$ cat src/rtl/cnt1_stream_pkg.sv
// ============================================================================
// Module : cnt1_pkg
// Brief  : Shared widths and helpers for the cnt1_stream popcount pre-stage.
// Rev    : 1.0  initial release
// ============================================================================
`default_nettype none

package cnt1_pkg;

  function automatic int clog2(input int n);
    int r;
    int v;
    r = 0;
    v = 1;
    while (v < n) begin
      v = v * 2;
      r = r + 1;
    end
    return r;
  endfunction

  function automatic int granule_no(input int bw, input int gw);
    return (bw + gw - 1) / gw;
  endfunction

  // Index port keeps at least one bit even for single-beat fingerprints.
  function automatic int idx_w(input int svn);
    return (svn > 1) ? clog2(svn) : 1;
  endfunction

  localparam int BUS_WIDTH_DEF     = 128;
  localparam int SUB_VECTOR_NO_DEF = 2;
  localparam int GRANULE_WIDTH_DEF = 6;

  localparam int GRANULE_NO = granule_no(BUS_WIDTH_DEF, GRANULE_WIDTH_DEF);
  localparam int BEAT_CNT_W = clog2(BUS_WIDTH_DEF + 1);
  localparam int CNT_W      = clog2(BUS_WIDTH_DEF * SUB_VECTOR_NO_DEF + 1);
  localparam int IDX_W      = idx_w(SUB_VECTOR_NO_DEF);
  localparam int LATENCY    = 3;

endpackage

`default_nettype wire

$ cat src/rtl/cnt1_stream_if.sv
// ============================================================================
// Module : cnt1_stream_if
// Brief  : Beat input / delayed beat + count output bundle of cnt1_stream.
//          Carries i_Last and o_Err when CNT1_STREAM_LAST_EN is defined.
// Rev    : 1.0  initial release
// ============================================================================
`default_nettype none

interface cnt1_stream_if
  import cnt1_pkg::*;
#(
  parameter int BUS_WIDTH     = BUS_WIDTH_DEF,
  parameter int SUB_VECTOR_NO = SUB_VECTOR_NO_DEF
);
  localparam int IW = idx_w(SUB_VECTOR_NO);
  localparam int CW = clog2(BUS_WIDTH * SUB_VECTOR_NO + 1);

  logic [BUS_WIDTH-1:0] i_Vector;
  logic                 i_Valid;
  logic                 i_Clear;
  logic [BUS_WIDTH-1:0] o_SubVector;
  logic                 o_SubValid;
  logic [IW-1:0]        o_SubIdx;
  logic [CW-1:0]        o_Cnt;
  logic                 o_CntValid;
`ifdef CNT1_STREAM_LAST_EN
  logic                 i_Last;
  logic                 o_Err;

  modport slave  (input  i_Vector, i_Valid, i_Clear, i_Last,
                  output o_SubVector, o_SubValid, o_SubIdx, o_Cnt, o_CntValid, o_Err);
  modport master (output i_Vector, i_Valid, i_Clear, i_Last,
                  input  o_SubVector, o_SubValid, o_SubIdx, o_Cnt, o_CntValid, o_Err);
`else
  modport slave  (input  i_Vector, i_Valid, i_Clear,
                  output o_SubVector, o_SubValid, o_SubIdx, o_Cnt, o_CntValid);
  modport master (output i_Vector, i_Valid, i_Clear,
                  input  o_SubVector, o_SubValid, o_SubIdx, o_Cnt, o_CntValid);
`endif

endinterface

`default_nettype wire

$ cat src/rtl/cnt1_stream_granule.sv
// ============================================================================
// Module : cnt1_granule
// Brief  : Registered popcount of one GRANULE_WIDTH-bit granule, built from
//          3-bit case-table lookups.
// Rev    : 1.0  initial release
// ============================================================================
`default_nettype none

module cnt1_granule
  import cnt1_pkg::*;
#(
  parameter int GRANULE_WIDTH = GRANULE_WIDTH_DEF,
  localparam int CW = clog2(GRANULE_WIDTH + 1)
) (
  input  wire logic                     clk,
  input  wire logic                     rstn,
  input  wire logic [GRANULE_WIDTH-1:0] i_bits,
  output logic      [CW-1:0]            o_count
);
  localparam int CHUNKS = (GRANULE_WIDTH + 2) / 3;

  function automatic logic [1:0] pop3(input logic [2:0] b);
    case (b)
      3'b000:                 pop3 = 2'd0;
      3'b001, 3'b010, 3'b100: pop3 = 2'd1;
      3'b011, 3'b101, 3'b110: pop3 = 2'd2;
      default:                pop3 = 2'd3;
    endcase
  endfunction

  logic [CHUNKS*3-1:0] bits_pad;
  logic [CW-1:0]       count_d;
  logic [CW-1:0]       count_q;

  always_comb begin
    bits_pad                   = '0;
    bits_pad[GRANULE_WIDTH-1:0] = i_bits;
    count_d                    = '0;
    for (int c = 0; c < CHUNKS; c++) begin
      count_d = count_d + CW'(pop3(bits_pad[c*3 +: 3]));
    end
  end

  always_ff @(posedge clk) begin
    if (!rstn) count_q <= '0;
    else       count_q <= count_d;
  end

  assign o_count = count_q;

endmodule

`default_nettype wire

$ cat src/rtl/cnt1_stream.sv
// ============================================================================
// Module : cnt1_stream
// Brief  : Streaming fingerprint popcount (granule LUTs, adder tree, per-vector
//          accumulator) with a delay-matched beat forward path. Optional early
//          termination via i_Last / o_Err under CNT1_STREAM_LAST_EN.
// Rev    : 1.0  initial release
// ============================================================================
`default_nettype none

module cnt1_stream
  import cnt1_pkg::*;
#(
  parameter int BUS_WIDTH     = BUS_WIDTH_DEF,
  parameter int SUB_VECTOR_NO = SUB_VECTOR_NO_DEF,
  parameter int GRANULE_WIDTH = GRANULE_WIDTH_DEF
) (
  input wire logic    clk,
  input wire logic    rstn,
  cnt1_stream_if.slave bus
);
  localparam int GNO    = granule_no(BUS_WIDTH, GRANULE_WIDTH);
  localparam int GCW    = clog2(GRANULE_WIDTH + 1);
  localparam int BEAT_W = clog2(BUS_WIDTH + 1);
  localparam int CW     = clog2(BUS_WIDTH * SUB_VECTOR_NO + 1);
  localparam int IW     = idx_w(SUB_VECTOR_NO);

  logic                        take, at_end, term;
  logic [GNO*GRANULE_WIDTH-1:0] vec_pad;
  logic [GCW-1:0]              gcnt [GNO];
  logic [BEAT_W-1:0]           sum_d;
  logic [CW-1:0]               total;

  logic [IW-1:0]        idx_d,       idx_q;
  logic                 s1_valid_d,  s1_valid_q, s1_last_d, s1_last_q;
  logic [IW-1:0]        s1_idx_q;
  logic [BUS_WIDTH-1:0] s1_vec_q;
  logic                 s2_valid_d,  s2_valid_q, s2_last_q;
  logic [IW-1:0]        s2_idx_q;
  logic [BUS_WIDTH-1:0] s2_vec_q;
  logic [BEAT_W-1:0]    s2_sum_q;
  logic [CW-1:0]        acc_d,       acc_q, cnt_d, cnt_q;
  logic                 cnt_valid_d, cnt_valid_q, sub_valid_d, sub_valid_q;
  logic [IW-1:0]        sub_idx_q;
  logic [BUS_WIDTH-1:0] sub_vec_q;
`ifdef CNT1_STREAM_LAST_EN
  logic                 s1_err_d, s1_err_q, s2_err_q, err_d, err_q;
`endif

  always_comb begin
    vec_pad                  = '0;
    vec_pad[BUS_WIDTH-1:0]   = bus.i_Vector;
  end

  for (genvar g = 0; g < GNO; g++) begin : g_gran
    cnt1_granule #(.GRANULE_WIDTH(GRANULE_WIDTH)) u_gran (
      .clk    (clk),
      .rstn   (rstn),
      .i_bits (vec_pad[g*GRANULE_WIDTH +: GRANULE_WIDTH]),
      .o_count(gcnt[g])
    );
  end

  always_comb begin
    take   = bus.i_Valid && !bus.i_Clear;
    at_end = (idx_q == IW'(SUB_VECTOR_NO - 1));
`ifdef CNT1_STREAM_LAST_EN
    term     = at_end || bus.i_Last;
    s1_err_d = at_end && !bus.i_Last;
`else
    term     = at_end;
`endif
    idx_d = idx_q;
    if (bus.i_Clear)  idx_d = '0;
    else if (take)    idx_d = term ? '0 : idx_q + IW'(1);

    s1_valid_d = take;
    s1_last_d  = term;

    sum_d = '0;
    for (int g = 0; g < GNO; g++) begin
      sum_d = sum_d + BEAT_W'(gcnt[g]);
    end
    s2_valid_d = s1_valid_q && !bus.i_Clear;

    // Clear kills whatever S3 would have produced this edge, o_Cnt stays put.
    total       = acc_q + CW'(s2_sum_q);
    sub_valid_d = s2_valid_q && !bus.i_Clear;
    cnt_valid_d = sub_valid_d && s2_last_q;
    cnt_d       = cnt_valid_d ? total : cnt_q;
    acc_d       = acc_q;
    if (bus.i_Clear)     acc_d = '0;
    else if (s2_valid_q) acc_d = s2_last_q ? '0 : total;
`ifdef CNT1_STREAM_LAST_EN
    err_d = cnt_valid_d && s2_err_q;
`endif
  end

  always_ff @(posedge clk) begin
    if (!rstn) begin
      idx_q       <= '0;
      s1_valid_q  <= 1'b0;
      s1_last_q   <= 1'b0;
      s1_idx_q    <= '0;
      s1_vec_q    <= '0;
      s2_valid_q  <= 1'b0;
      s2_last_q   <= 1'b0;
      s2_idx_q    <= '0;
      s2_vec_q    <= '0;
      s2_sum_q    <= '0;
      acc_q       <= '0;
      cnt_q       <= '0;
      cnt_valid_q <= 1'b0;
      sub_valid_q <= 1'b0;
      sub_idx_q   <= '0;
      sub_vec_q   <= '0;
`ifdef CNT1_STREAM_LAST_EN
      s1_err_q    <= 1'b0;
      s2_err_q    <= 1'b0;
      err_q       <= 1'b0;
`endif
    end else begin
      idx_q       <= idx_d;
      s1_valid_q  <= s1_valid_d;
      s1_last_q   <= s1_last_d;
      s1_idx_q    <= idx_q;
      s1_vec_q    <= bus.i_Vector;
      s2_valid_q  <= s2_valid_d;
      s2_last_q   <= s1_last_q;
      s2_idx_q    <= s1_idx_q;
      s2_vec_q    <= s1_vec_q;
      s2_sum_q    <= sum_d;
      acc_q       <= acc_d;
      cnt_q       <= cnt_d;
      cnt_valid_q <= cnt_valid_d;
      sub_valid_q <= sub_valid_d;
      sub_idx_q   <= s2_idx_q;
      sub_vec_q   <= s2_vec_q;
`ifdef CNT1_STREAM_LAST_EN
      s1_err_q    <= s1_err_d;
      s2_err_q    <= s1_err_q;
      err_q       <= err_d;
`endif
    end
  end

  assign bus.o_SubVector = sub_vec_q;
  assign bus.o_SubValid  = sub_valid_q;
  assign bus.o_SubIdx    = sub_idx_q;
  assign bus.o_Cnt       = cnt_q;
  assign bus.o_CntValid  = cnt_valid_q;
`ifdef CNT1_STREAM_LAST_EN
  assign bus.o_Err       = err_q;
`endif

endmodule

`default_nettype wire
$ cat src/flat_wrapper.sv
// flat-port wrapper written by rule: the top's interface ports become plain ports
module cnt1_stream_flat import cnt1_pkg::*;
#(
  parameter int BUS_WIDTH     = BUS_WIDTH_DEF,
  parameter int SUB_VECTOR_NO = SUB_VECTOR_NO_DEF,
  parameter int GRANULE_WIDTH = GRANULE_WIDTH_DEF
)
  (clk, rstn, bus_i_Vector, bus_i_Valid, bus_i_Clear, bus_o_SubVector, bus_o_SubValid, bus_o_SubIdx, bus_o_Cnt, bus_o_CntValid);
  cnt1_stream_if #(.BUS_WIDTH(BUS_WIDTH), .SUB_VECTOR_NO(SUB_VECTOR_NO)) bus_i ();
  input wire logic clk;
  input wire logic rstn;
  input wire logic [$bits(bus_i.i_Vector)-1:0] bus_i_Vector;
  input wire logic [$bits(bus_i.i_Valid)-1:0] bus_i_Valid;
  input wire logic [$bits(bus_i.i_Clear)-1:0] bus_i_Clear;
  output wire logic [$bits(bus_i.o_SubVector)-1:0] bus_o_SubVector;
  output wire logic [$bits(bus_i.o_SubValid)-1:0] bus_o_SubValid;
  output wire logic [$bits(bus_i.o_SubIdx)-1:0] bus_o_SubIdx;
  output wire logic [$bits(bus_i.o_Cnt)-1:0] bus_o_Cnt;
  output wire logic [$bits(bus_i.o_CntValid)-1:0] bus_o_CntValid;
  assign bus_i.i_Vector = bus_i_Vector;
  assign bus_i.i_Valid = bus_i_Valid;
  assign bus_i.i_Clear = bus_i_Clear;
  assign bus_o_SubVector = bus_i.o_SubVector;
  assign bus_o_SubValid = bus_i.o_SubValid;
  assign bus_o_SubIdx = bus_i.o_SubIdx;
  assign bus_o_Cnt = bus_i.o_Cnt;
  assign bus_o_CntValid = bus_i.o_CntValid;
  cnt1_stream #(.BUS_WIDTH(BUS_WIDTH), .SUB_VECTOR_NO(SUB_VECTOR_NO), .GRANULE_WIDTH(GRANULE_WIDTH)) u_core (.clk(clk), .rstn(rstn), .bus(bus_i));
endmodule
$ cat config.mk
export PLATFORM = sky130hd
export DESIGN_NAME = cnt1_stream_flat
export DESIGN_NICKNAME = d
export VERILOG_FILES = /design/src/rtl/cnt1_stream_pkg.sv /design/src/rtl/cnt1_stream_if.sv /design/src/rtl/cnt1_stream_granule.sv /design/src/rtl/cnt1_stream.sv /design/src/flat_wrapper.sv
export SDC_FILE = /design/constraint.sdc
export NUM_CORES = 1
export LEC_CHECK = 0
export ABC_CLOCK_PERIOD_IN_PS = 7100
export BUFFER_PORTS_ARGS = -buffer_cell sky130_fd_sc_hd__buf_4
export CELL_PAD_IN_SITES_DETAIL_PLACEMENT = 1
export CELL_PAD_IN_SITES_GLOBAL_PLACEMENT = 1
export CORE_UTILIZATION = 45
export DETAILED_ROUTE_END_ITERATION = 10
export GPL_TIMING_DRIVEN = 0
export PLACE_DENSITY = 0.87
export SKIP_CTS_REPAIR_TIMING = 1
export SLEW_MARGIN = 10
export SYNTH_ARGS = -nofsm -noshare
export SYNTH_HDL_FRONTEND = slang
export SYNTH_SLANG_ARGS = --single-unit
$ cat constraint.sdc
create_clock -name clk -period 7.1 [get_ports clk]
set_clock_uncertainty 0.1 [all_clocks]
set_input_delay 2.13 -clock clk [delete_from_list [all_inputs] [get_ports clk]]
set_output_delay 2.13 -clock clk [all_outputs]
set_load 0.01 [all_outputs]
==> run_results.csv, run 1 <==
group,metric,value,unit
final_layout,fin_nets,2055,
clocking,insertion_delay,0.58,ns
detailed_routing,drcViolationCount,0,
pwr,swShare,36.2,%
timing,slew_headroom,30.6,%
hold_path,hold_path_end,"u_core.s2_vec_q[24]$_SDFF_PN0_",
timing,setup_violations,0,
detailed_routing,antenna_left,0,
die,die_w,198,um
pwr,power.density,473,nW/um^2
pwr,p_sw,0.00372,W
synth,yosys_register_bits,483,
final_layout,areaGrowthSynthToFinish,25.4,%
global_routing,antenna_found_initial,3,
global_routing,grt_overflow_total,0,
synth,synth_cell_types,49,
synth,ys_warn_count,0,
critical_path,ff2ff_setup_slack,1.12,ns
synth,ys_top_cells_by_area,"dfxtp_1, and2_1, fa_1, xnor2_1, ha_1",
run,maxCapViolations,0,
timing,timing.final.ws_setup,1.12,ns
clocking,cts_tree,"done",
timing,worst_slew_pin_slew,1.04,ns
clocking,htreeDepth,2,
detailed_routing,wl_per_cell,18.9,um
clocking,clock_sinks,483,
status,status,"complete, no violations",
timing,fmax,0.167,GHz
global_routing,grt_pass1_vias,12400,
pwr,power_frac_clock,26.4,%
placed_design,port_buffers,270,
synth,synth_ff_type,"dfxtp_1",
global_routing,grtUsageTotal,23.1,%
synth,syn_avg_cell_area,11.7,um^2
global_routing,grt_max_degree,16,
critical_path,arrival,6.32,ns
synth,syn_inst,1477,
synth,syn_area,17300,um^2
timing,hold_viol_final,0,
detailed_routing,viasPerCell,4.66,
final_layout,register_area,9670,um^2
die,num_io_pins,272,
final_layout,nFillCells,3945,
synth,synth_top_area_share,55.9,%
critical_path,crit_path_start_kind,"flop",
timing,rsz0062_at_grt,"no",
clocking,cts.clk_slew.worst_paths,0.06,ns
hold_path,worstHoldStart,"u_core.s1_vec_q[24]$_SDFF_PN0_",
critical_path,rr_endpoint,"u_core.s2_sum_q[7]$_SDFF_PN0_",
clocking,cts_root_buf,"clkbuf_16",
pwr,intPower,0.00655,W
global_routing,grt_pass1_wl,68.0,mm
pwr,vdd_drop_max,0.725,mV
synth,synth_edf_count,0,
pwr,seqPwrFrac,29.0,%
die,coreArea,37800,um^2
synth,synth_top_cell_by_area,"dfxtp_1",
clocking,cts_made_buffers,49,
timing,slew_violations,0,
critical_path,startpoint,"u_core.g_gran[1].u_gran.o_count[0]$_SDFF_PN0_",
placed_design,gp_congestion,0.831,
hold_path,min_delay_path_depth,1,
pwr,p_leak,9.49,nW
synth,synth_async_sr_flop_share,0,%
synth,syn-num-nets,1734,
final_layout,multi_input_area,7080,um^2
timing,period_minus_slack,5.98,ns
timing,setup_tns,0,ns
final_layout,final_layout_size_suffix_gt1_share,20.1,%
hold_path,min_path_type,"reg -> reg",
placed_design,pre_cts_ws,1.22,ns
detailed_routing,drt-total-wl,44.5,mm
synth,synth_seq_area_share,55.9,%
final_layout,final_cell_mix,"dfxtp_1, and2_1, buf_4, xnor2_1, fa_1",
detailed_routing,vias,11000,
pwr,comb_power_share,44.5,%
die,dieArea,39200,um^2
critical_path,timing.rr.start,"u_core.g_gran[1].u_gran.o_count[0]$_SDFF_PN0_",
final_layout,layout_commonest_cell,"dfxtp_1",
die,initial_core_util,45.8,%
pwr,finalPower,0.0103,W
critical_path,rr_worst_depth,17,
detailed_routing,drt_iter0_drc,266,
critical_path,required,7.44,ns
detailed_routing,dr.pass1.iters,4,
critical_path,crit_fanout,4,
critical_path,worstSetupEndpointType,"flop",
die,die_y,198,um
die,rows,71,
timing,min_period_over_period,84.2,%
placed_design,dp.final_hpwl,31.9,mm
clocking,clockBufferDepth,3,
critical_path,crit_type,"reg -> reg",
## power groups by stage
stage	clock network [W]	registers, W	logic (W)
2_1_floorplan	0	0.00302	0.00327
3_3_place_gp	0	0.00303	0.00420
3_5_place_dp	0	0.00304	0.00448
4_1_cts	0.00277	0.00298	0.00460
5_1_grt	0.00288	0.00299	0.00513
6_report	0.00271	0.00298	0.00457
## metal layers
layer | track usage, % | vias to the layer above | wire length (um)
met2 | 42.3 | 259 | 23100
li1 | - | 5219 | -
met3 | 4.22 | 92 | 1980
met1 | 26.6 | 5387 | 18000
met4 | 8.93 | 0 | 1400
met5 | 0 | - | 0
## cell usage after synthesis, types with 2 or more instances
cell type and n:
nand2_1 21, or4b_1 2, or3_1 3, and2_1 462, buf_2 4, fa_1 79
or4_1 2, and3b_2 2, a21o_1 7, nand3b_1 2, inv_1 78, a21oi_1 10
nor3_1 4, buf_6 2, maj3_1 42, nor3b_1 4, nand2b_1 5, o31ai_1 2
clkbuf_1 53, nand4_1 2, dfxtp_1 483, a21oi_2 2, nand3_1 13, mux2i_1 2
nor2b_1 3, ha_1 46, o311ai_0 2, nor2_1 15, xor2_1 4, a21boi_0 2
o21ai_0 13, o221ai_1 2, xnor2_1 88
## stage by stage
step | instances | hold WS [ns] | util [%] | instance area, um^2
CTS | 2347 | 0.331 | 57.4 | 21700
detailed placement | 2258 | 0.321 | 52.8 | 20000
global route | 2349 | 0.340 | 57.4 | 21700
floorplan | 1477 | 0.306 | - | 17300
global placement | 2258 | 0.308 | 52.8 | 20000
finish | 2349 | 0.327 | 57.4 | 21700
## how the worst max path moves through the flow
stage	end	slack [ns]	depth (start not counted)
6_report	u_core.s2_sum_q[7]$_SDFF_PN0_	1.12	17
5_1_grt	u_core.s2_sum_q[7]$_SDFF_PN0_	0.97	17
4_1_cts	u_core.s2_sum_q[7]$_SDFF_PN0_	1.11	17
3_5_place_dp	u_core.s2_sum_q[7]$_SDFF_PN0_	1.22	17
3_3_place_gp	u_core.s2_sum_q[7]$_SDFF_PN0_	1.35	17
2_1_floorplan	u_core.s2_sum_q[7]$_SDFF_PN0_	1.62	17
## registers in the layout, summed over array words and instances, names as in the netlist, 8 cells and up
register                      flops
u_core.acc_q                      9
u_core.bus.o_Cnt                  9
u_core.bus.o_SubVector          128
u_core.g_gran.u_gran.o_count     65
u_core.s1_vec_q                 128
u_core.s2_sum_q                   8
u_core.s2_vec_q                 128
## layout make-up
cell class | count | share of cell area (%)
clock buffer | 66 | 6.70
timing repair buffer | 270 | 9.35
clock inverter | 23 | 1.25
buffer | 59 | 1.11
inverter | 79 | 1.37
multi-input combinational | 856 | 32.7
sequential | 483 | 44.6
tap | 511 | 2.95
antenna | 2 | 0.0231
## cells by family after synthesis
group           count (synthesis)  share of synthesized area [%]
simple gates                  545                           19.3
fa+ha+maj                     167                           14.9
buf+inv                       138                           3.11
flops                         483                           55.9
compound gates                 50                           1.99
xor+xnor                       92                           4.66
mux                             2                          0.116
## worst max-delay path: stages (launching register included)
cell and delay, ns:
dfxtp_1 0.32, ha_1 0.23, fa_1 0.40, xor2_1 0.18
fa_1 0.50, inv_1 0.07, fa_1 0.54, inv_1 0.08
fa_1 0.52, fa_1 0.52, fa_1 0.54, inv_1 0.06
fa_1 0.56, inv_1 0.06, ha_1 0.33, a21o_1 0.22
a2111oi_0 0.50, nor3_1 0.11
No activity file was read; power rests on OpenSTA's default activity.
==> run 2, diff against run 1 <==
ABC_CLOCK_PERIOD_IN_PS = 5570   (was 7100)
clock period = 5.57 ns   (was 7.1 ns; I/O delays follow)
==> run 2 against run 1 <==
Compared with the run above:
- global-route usage unchanged
- first-iteration DRC count up 11%
- sequential cell count unchanged
- setup slack worse by 1.0 ns
- fmax up 9.6%
- critical endpoint is now u_core.s2_sum_q[5]$_SDFF_PN0_
==> run_results.csv, run 2 (synthesized netlist as in run 1, its figures left out) <==
group,metric,value,unit
critical_path,required,5.98,ns
die,die_y,198,um
detailed_routing,drt_iter0_drc,295,
global_routing,grt_max_degree,16,
die,rows,71,
run,maxCapViolations,0,
pwr,vdd_drop_max,1.16,mV
critical_path,crit_type,"reg -> reg",
pwr,power.density,655,nW/um^2
placed_design,port_buffers,270,
die,coreArea,37800,um^2
final_layout,areaGrowthSynthToFinish,25.8,%
critical_path,startpoint,"u_core.g_gran[1].u_gran.o_count[0]$_SDFF_PN0_",
die,die_w,198,um
timing,timing.final.ws_setup,0.116,ns
global_routing,grt_pass1_vias,12400,
pwr,swShare,36.8,%
final_layout,nFillCells,3943,
clocking,htreeDepth,2,
placed_design,dp_cells,2258,
final_layout,fin_nets,2055,
critical_path,ff2ff_setup_slack,0.12,ns
detailed_routing,wl_per_cell,19.0,um
hold_path,min_path_type,"reg -> reg",
detailed_routing,drcViolationCount,0,
placed_design,dp.final_hpwl,31.9,mm
timing,fmax,0.183,GHz
pwr,p_sw,0.00525,W
critical_path,crit_fanout,4,
final_layout,final_cell_mix,"dfxtp_1, and2_1, buf_4, xnor2_1",
placed_design,pre_cts_ws,-0.314,ns
detailed_routing,antenna_left,0,
global_routing,grt_pass1_wl,68.0,mm
timing,slew_headroom,30.2,%
pwr,p_leak,9.48,nW
die,dieArea,39200,um^2
die,num_io_pins,272,
final_layout,final_layout_size_suffix_gt1_share,20.6,%
clocking,insertion_delay,0.58,ns
detailed_routing,viasPerCell,4.66,
hold_path,min_delay_path_depth,1,
status,status,"complete, no violations",
placed_design,gp_congestion,0.831,
clocking,cts_tree,"done",
pwr,seqPwrFrac,26.7,%
critical_path,crit_path_start_kind,"flop",
critical_path,rr_endpoint,"u_core.s2_sum_q[5]$_SDFF_PN0_",
clocking,cts_made_buffers,49,
final_layout,layout_commonest_cell,"dfxtp_1",
pwr,intPower,0.00900,W
global_routing,grt_overflow_total,0,
die,initial_core_util,45.8,%
critical_path,worstSetupEndpointType,"flop",
critical_path,arrival,5.87,ns
timing,setup_violations,0,
critical_path,endpoint,"u_core.s2_sum_q[5]$_SDFF_PN0_",
detailed_routing,drt-total-wl,44.5,mm
global_routing,grtUsageTotal,23.1,%
timing,slew_violations,0,
detailed_routing,vias,11000,
final_layout,instances_no_fill,2349,
pwr,power_frac_clock,24.3,%
timing,worst_slew_pin_slew,1.05,ns
clocking,cts.clk_slew.worst_paths,0.06,ns
critical_path,timing.rr.start,"u_core.g_gran[1].u_gran.o_count[0]$_SDFF_PN0_",
clocking,clockBufferDepth,3,
pwr,comb_power_share,49.1,%
timing,hold_viol_final,0,
timing,fin_hold_ws,0.327,ns
timing,min_period_over_period,97.9,%
global_routing,antenna_found_initial,3,
clocking,clock_sinks,483,
timing,period_minus_slack,5.45,ns
clocking,cts_root_buf,"clkbuf_16",
critical_path,rr_worst_depth,17,
detailed_routing,dr.pass1.iters,4,
-- run 2: cell counts in the layout (fill, tap and decap cells not counted) --
Identical to the previous run, type by type.
-- run 2: cell type report --
type / instances / area, um^2 / area share (%)
Antenna cell: 2 / 5.00 / 0.0230
Buffer: 59 / 241 / 1.11
Clock buffer: 66 / 1450 / 6.68
Clock inverter: 23 / 272 / 1.25
Inverter: 79 / 297 / 1.36
Multi-Input combinational cell: 856 / 7140 / 32.8
Sequential cell: 483 / 9670 / 44.5
Tap cell: 511 / 639 / 2.94
Timing Repair Buffer: 270 / 2030 / 9.32
-- run 2: worst min path at each step --
stage | to | slack, ns | from
detailed placement | u_core.s2_vec_q[20]$_SDFF_PN0_ | 0.32 | u_core.s1_vec_q[20]$_SDFF_PN0_
CTS | u_core.bus.o_SubVector[22]$_SDFF_PN0_ | 0.33 | u_core.s2_vec_q[22]$_SDFF_PN0_
global route | u_core.s2_vec_q[24]$_SDFF_PN0_ | 0.34 | u_core.s1_vec_q[24]$_SDFF_PN0_
global placement | u_core.s2_valid_q$_SDFF_PN0_ | 0.31 | u_core.s1_valid_q$_SDFF_PN0_
floorplan | u_core.s2_valid_q$_SDFF_PN0_ | 0.31 | u_core.s1_valid_q$_SDFF_PN0_
finish | u_core.s2_vec_q[24]$_SDFF_PN0_ | 0.33 | u_core.s1_vec_q[24]$_SDFF_PN0_
-- run 2: power by group through the flow --
| stage | Sequential [W] | Combinational (W) | Clock (W) |
|---|---|---|---|
| after global placement | 0.00386 | 0.00534 | 0 |
| after CTS | 0.00380 | 0.00582 | 0.00353 |
| after floorplan | 0.00385 | 0.00416 | 0 |
| final | 0.00380 | 0.00699 | 0.00346 |
| after global routing | 0.00381 | 0.00771 | 0.00368 |
| after detailed placement | 0.00387 | 0.00567 | 0 |
-- run 2: worst max-delay path, cell delays in order (launching register included) --
cell and delay, ns:
dfxtp_1 0.32, ha_2 0.20, fa_2 0.34, xor2_1 0.18, fa_1 0.49, inv_1 0.07, fa_1 0.54, inv_1 0.08
fa_1 0.53, fa_1 0.44, fa_1 0.54, inv_1 0.05, fa_1 0.52, inv_2 0.06, ha_4 0.25, a21o_4 0.22
a2111o_1 0.40, nand3_1 0.07
-- run 2: metal layers --
metal | track usage [%] | up-vias | share of wire (%)
met5 | 0 | - | 0
li1 | - | 5218 | -
met2 | 42.3 | 255 | 52
met3 | 4.22 | 94 | 4.5
met1 | 26.6 | 5383 | 41
met4 | 8.93 | 0 | 3.3
-- run 2: per-stage QoR --
step,total power (W),area (um^2),util (%),TNS (ns)
finish,0.0142,21700,57.6,0
global route,0.0152,21700,57.6,-0.00108
CTS,0.0132,21700,57.4,-1.33
detailed placement,0.00954,20000,52.8,-0.810
global placement,0.00920,20000,52.8,-0.296
floorplan,0.00801,17300,-,0
